==> src/rtl/ascon_pkg.sv <==
// Shared types and helpers for the Ascon permutation controller.
// Holds the FSM encoding, round-constant rule and word rotation.
package ascon_pkg;

    localparam int W          = 64;
    localparam int MAX_ROUNDS = 12;

    typedef logic [W-1:0] word_t;

    typedef enum logic [1:0] {
        S_IDLE,
        S_RUN,
        S_DONE
    } fsm_t;

    // c_i = ((15 - i) << 4) | i
    function automatic logic [7:0] round_const(input logic [3:0] i);
        return {4'(4'd15 - i), i};
    endfunction

    function automatic word_t ror(input word_t x, input int n);
        return (x >> n) | (x << (W - n));
    endfunction

endpackage

==> src/rtl/ascon_round.sv <==
// One combinational Ascon round: constant add, bit-sliced S-box,
// then the linear diffusion layer.
module ascon_linear
    import ascon_pkg::*;
(
    input  word_t x0,
    input  word_t x1,
    input  word_t x2,
    input  word_t x3,
    input  word_t x4,
    output word_t y0,
    output word_t y1,
    output word_t y2,
    output word_t y3,
    output word_t y4
);

    assign y0 = x0 ^ ror(x0, 19) ^ ror(x0, 28);
    assign y1 = x1 ^ ror(x1, 61) ^ ror(x1, 39);
    assign y2 = x2 ^ ror(x2, 1)  ^ ror(x2, 6);
    assign y3 = x3 ^ ror(x3, 10) ^ ror(x3, 17);
    assign y4 = x4 ^ ror(x4, 7)  ^ ror(x4, 41);

endmodule

module ascon_round
    import ascon_pkg::*;
(
    input  word_t       x0,
    input  word_t       x1,
    input  word_t       x2,
    input  word_t       x3,
    input  word_t       x4,
    input  logic [3:0]  i,
    output word_t       y0,
    output word_t       y1,
    output word_t       y2,
    output word_t       y3,
    output word_t       y4
);

    word_t s0, s1, s2, s3, s4;
    word_t t0, t1, t2, t3, t4;
    word_t u0, u1, u2, u3, u4;
    word_t a0, a1, a2, a3, a4;

    assign s0 = x0 ^ x4;
    assign s1 = x1;
    assign s2 = x2 ^ {56'd0, round_const(i)} ^ x1;
    assign s3 = x3;
    assign s4 = x4 ^ x3;

    // chi-like core of the S-box
    assign t0 = ~s0 & s1;
    assign t1 = ~s1 & s2;
    assign t2 = ~s2 & s3;
    assign t3 = ~s3 & s4;
    assign t4 = ~s4 & s0;

    assign u0 = s0 ^ t1;
    assign u1 = s1 ^ t2;
    assign u2 = s2 ^ t3;
    assign u3 = s3 ^ t4;
    assign u4 = s4 ^ t0;

    assign a0 = u0 ^ u4;
    assign a1 = u1 ^ u0;
    assign a2 = ~u2;
    assign a3 = u3 ^ u2;
    assign a4 = u4;

    ascon_linear u_lin (
        .x0 (a0),
        .x1 (a1),
        .x2 (a2),
        .x3 (a3),
        .x4 (a4),
        .y0 (y0),
        .y1 (y1),
        .y2 (y2),
        .y3 (y3),
        .y4 (y4)
    );

endmodule

==> src/rtl/ascon_perm_ctrl.sv <==
// Iterative p^a controller: one round per clock, shared round datapath,
// valid/ready on both the request and result sides.
module ascon_perm_ctrl
    import ascon_pkg::*;
#(
    parameter int DEFAULT_ROUNDS = 12
) (
    input  logic        clk,
    input  logic        rst,
    input  logic        in_valid,
    output logic        in_ready,
    input  logic [3:0]  rounds,
    input  logic [63:0] x0_in,
    input  logic [63:0] x1_in,
    input  logic [63:0] x2_in,
    input  logic [63:0] x3_in,
    input  logic [63:0] x4_in,
    output logic        out_valid,
    input  logic        out_ready,
    output logic [63:0] x0_out,
    output logic [63:0] x1_out,
    output logic [63:0] x2_out,
    output logic [63:0] x3_out,
    output logic [63:0] x4_out,
    output logic        busy
);

    fsm_t        fsm;
    logic [3:0]  idx;
    word_t       s0, s1, s2, s3, s4;
    word_t       r0, r1, r2, r3, r4;
    logic [3:0]  eff_r;
    logic        accept;

    assign eff_r = (rounds >= 4'd1 && rounds <= 4'(MAX_ROUNDS))
                 ? rounds : 4'(DEFAULT_ROUNDS);

    // out_ready feeds in_ready so a new request can overlap the drain
    assign in_ready  = ~rst & ((fsm == S_IDLE)
                     | ((fsm == S_DONE) & out_ready));
    assign accept    = in_valid & in_ready;
    assign out_valid = (fsm == S_DONE);
    assign busy      = (fsm == S_RUN);

    assign x0_out = s0;
    assign x1_out = s1;
    assign x2_out = s2;
    assign x3_out = s3;
    assign x4_out = s4;

    ascon_round u_round (
        .x0 (s0),
        .x1 (s1),
        .x2 (s2),
        .x3 (s3),
        .x4 (s4),
        .i  (idx),
        .y0 (r0),
        .y1 (r1),
        .y2 (r2),
        .y3 (r3),
        .y4 (r4)
    );

    always_ff @(posedge clk) begin
        if (rst) begin
            fsm <= S_IDLE;
            idx <= '0;
            s0  <= '0;
            s1  <= '0;
            s2  <= '0;
            s3  <= '0;
            s4  <= '0;
        end else begin
            unique case (fsm)
                S_RUN: begin
                    s0 <= r0;
                    s1 <= r1;
                    s2 <= r2;
                    s3 <= r3;
                    s4 <= r4;
                    if (idx == 4'(MAX_ROUNDS - 1))
                        fsm <= S_DONE;
                    else
                        idx <= idx + 4'd1;
                end
                S_IDLE, S_DONE: begin
                    if (accept) begin
                        s0  <= x0_in;
                        s1  <= x1_in;
                        s2  <= x2_in;
                        s3  <= x3_in;
                        s4  <= x4_in;
                        idx <= 4'(MAX_ROUNDS) - eff_r;
                        fsm <= S_RUN;
                    end else if (fsm == S_DONE && out_ready) begin
                        fsm <= S_IDLE;
                    end
                end
                default: fsm <= S_IDLE;
            endcase
        end
    end

endmodule
==> config.mk <==
export PLATFORM = sky130hd
export DESIGN_NAME = ascon_perm_ctrl
export DESIGN_NICKNAME = d
export VERILOG_FILES = /design/src/rtl/ascon_pkg.sv /design/src/rtl/ascon_round.sv /design/src/rtl/ascon_perm_ctrl.sv
export SDC_FILE = /design/constraint.sdc
export NUM_CORES = 2
export LEC_CHECK = 0
export ABC_CLOCK_PERIOD_IN_PS = 2980
export CAP_MARGIN = 20
export CELL_PAD_IN_SITES_DETAIL_PLACEMENT = 0
export CELL_PAD_IN_SITES_GLOBAL_PLACEMENT = 1
export CORE_UTILIZATION = 30
export DETAILED_ROUTE_END_ITERATION = 10
export PLACE_DENSITY_LB_ADDON = 0.1
export SETUP_SLACK_MARGIN = 0.05
export SYNTH_ARGS = -nofsm -noshare
export SYNTH_HDL_FRONTEND = slang
export SYNTH_SLANG_ARGS = --single-unit
==> constraint.sdc <==
create_clock -name clk -period 2.98 [get_ports clk]
set_clock_uncertainty 0.2 [all_clocks]
set_input_delay 0.596 -clock clk [delete_from_list [all_inputs] [get_ports clk]]
set_output_delay 0.596 -clock clk [all_outputs]
set_load 0.1 [all_outputs]
==> impl_metrics.tcl <==
set metrics [dict create \
    outcome "completed" \
    postRouteAntennaNets 0 \
    io_buffer_count 650 \
    htree_num_levels 2 \
    grt_pass1_wl_um 237000 \
    synth_seq_area_share 0.210 \
    yosys_warnings 0 \
    cts_buffer_depth 3 \
    start_util 0.304 \
    synth_edf_count 0 \
    wl_um 180000 \
    hpwlAfterDp_um 150000 \
    grt_util_all_layers 0.334 \
    finalSetupTns_ps 0 \
    hold_class "reg -> reg" \
    maxCapViolCount 0 \
    end_kind "flop" \
    worstPathCellList "inv_1, ha_1, xnor2_1, xnor2_1, buf_4, xnor3_1, mux2i_1, o21ai_1" \
    die_area_sq_mm 0.105 \
    synth-simple-area-share 0.0691 \
    cp_slowest_stage_delay_ps 530 \
    first_iter_violations 2528 \
    vias 28300 \
    synth_area_leader_cell "dfxtp_1" \
    core.rowCount 117 \
    final_cells 5534 \
    cp_max_fo 5 \
    synth_ff_type "dfxtp_1" \
    worstSetupPathType "reg -> reg" \
    grt_max_degree 130 \
    cts_hold_buf 0 \
    syn_nets 3664 \
    fin_crit_sh 0.953 \
    clk_latency_ps 640 \
    synth_mux_area_frac 0.0656 \
    overflow 0 \
    start_kind "flop" \
    syn_inst 3206 \
    synth_top_family_by_area "XOR/XNOR gates" \
    crit_top_cell "xnor2_1" \
    io_pins 651 \
    antenna_found_initial 13 \
    grt_pass1_vias 27700 \
    yosysMostFrequentCell "xnor2_1" \
    nNetsFinal 4587 \
    cts_setup_buffers 0 \
    syn_avg_cell_area_sq_um 9.67 \
    drive_gt1_frac 0.253 \
    maxSlewViolCount 0 \
    synth_area_sq_mm 0.0310 \
    crit_arrival_ps 3140 \
    synthTopCellsByCount "476 x xnor2_1, 326 x dfxtp_1, 243 x a21oi_1, 202 x mux2i_1, 188 x nor2_1" \
    cts_tree "built" \
    relSlewSlack 0.279 \
    cts.sink_count 326 \
    first_pass_iters 5 \
    synth_top_area_share 0.210 \
    die_h_um 324 \
    wire_per_inst_um 32.5 \
    async_flop_share 0 \
    crit_slowest_cell "xnor2_1" \
    rsz0062_at_grt "false" \
    yosys-top-cells-area "dfxtp_1 21%, xnor2_1 13%, xnor3_1 13%" \
    synth_fa_ha_area_frac 0.0743 \
    cp.required_ps 3280 \
    viasPerCell 5.11 \
    gp_congestion 1.03 \
    core_area_sq_mm 0.102 \
    worstMarginPinSlew_ps 1070 \
    clkTransAtPathRegs_ps 60 \
    finalHoldViolations 0 \
    place_inst 5448 \
    drc_errors 0 \
    cts_made_buffers 47 \
    fin_crit_ps 2840 \
    root_buffer "clkbuf_16" \
    die_w_um 324 \
    setup_viol 0 \
    fmax_ghz 0.352 \
    ctsResizeCount 0 \
    ys_ff_latch 326 \
    synth_xor_area_frac 0.423 \
    synth_compound_area_frac 0.113 \
    area_growth_pct 37.4 \
    ys_types 37 \
]
## sequential cells by signal, summed over array words and instances, names as in the netlist
signal	count
x0_out	64
x1_out	64
x2_out	64
x3_out	64
x4_out	64
idx	4
fsm	2
## kinds of logic after synthesis
| group | after synthesis |
|---|---|
| AO/OA/AOI/OAI | 646 |
| XOR/XNOR | 1015 |
| adder cells (fa/ha/maj) | 193 |
| buffers and inverters | 354 |
| flip-flops | 326 |
| multiplexers | 203 |
| AND/OR/NAND/NOR | 469 |
## worst max-delay path, delay by kind of cell, from the launching register on
| kind | cells | cell delay [ps] |
|---|---|---|
| flops | 1 | 440 |
| compound gates | 1 | 70 |
| xor+xnor | 3 | 1120 |
| buf+inv | 2 | 380 |
| fa+ha+maj | 1 | 340 |
| mux | 1 | 150 |
## metal layers
metal,up-vias,share of wire,track usage
li1,12800,-,-
met1,14000,0.42,0.424
met2,1212,0.46,0.547
met3,270,0.072,0.0689
met4,16,0.047,0.143
met5,-,0.00088,0
## per-stage QoR
| step | util | hold WS, ps | setup slack, ps | instance area (sq um) |
|---|---|---|---|---|
| after floorplan | - | 316 | 59.7 | 31000 |
| after global routing | 0.417 | 352 | 80.3 | 42600 |
| after detailed placement | 0.401 | 313 | 130 | 41000 |
| after global placement | 0.401 | 310 | 132 | 41000 |
| final | 0.417 | 334 | 141 | 42600 |
| after CTS | 0.417 | 325 | 129 | 42600 |
## final timing paths
| check | from | slack (ps) | endpoint | cells after the start |
|---|---|---|---|---|
| worst max-delay path | x1_out[57] | 140 | x3_out[40] | 8 |
| worst min-delay path | x3_out[63] | 330 | x3_out[63] | 2 |
| worst max register to register | x1_out[57] | 140 | x3_out[40] | 8 |
| worst min register to register | x3_out[63] | 330 | x3_out[63] | 2 |
## placed cells by master (no fill, tap or decap), types with 23 or more instances in the layout
master,Yosys,final
a211oi_1,64,63
a21oi_1,243,243
a31oi_1,39,39
buf_12,0,26
buf_4,2,683
clkbuf_16,0,49
clkdlybuf4s50_1,0,326
dfxtp_1,326,325
ha_1,130,130
inv_1,177,177
maj3_1,25,25
maj3_2,38,38
mux2i_1,202,202
nand2_1,146,144
nand3_1,65,65
nor2_1,188,188
nor3b_1,25,25
nor4b_1,39,39
o21ai_0,165,165
o21ai_1,103,103
o22ai_1,25,25
xnor2_1,476,476
xnor2_2,184,184
xnor3_1,181,181
xor2_1,139,139
xor2_2,23,23
## cell type report
| cell class | instances | area (sq um) |
|---|---|---|
| fillers | 10400 | 59600 |
| diodes | 2 | 5.00 |
| clock inverters | 21 | 278 |
| inverters | 193 | 729 |
| well taps | 1368 | 1710 |
| clock buffers | 63 | 1340 |
| multi-input cells | 2526 | 23100 |
| flip-flops and latches | 326 | 6530 |
| repair buffers | 1035 | 8910 |
Power is left out: the tool's default activity adds up to more than one toggle a clock period on the data nets, which glitch-free logic cannot reach.
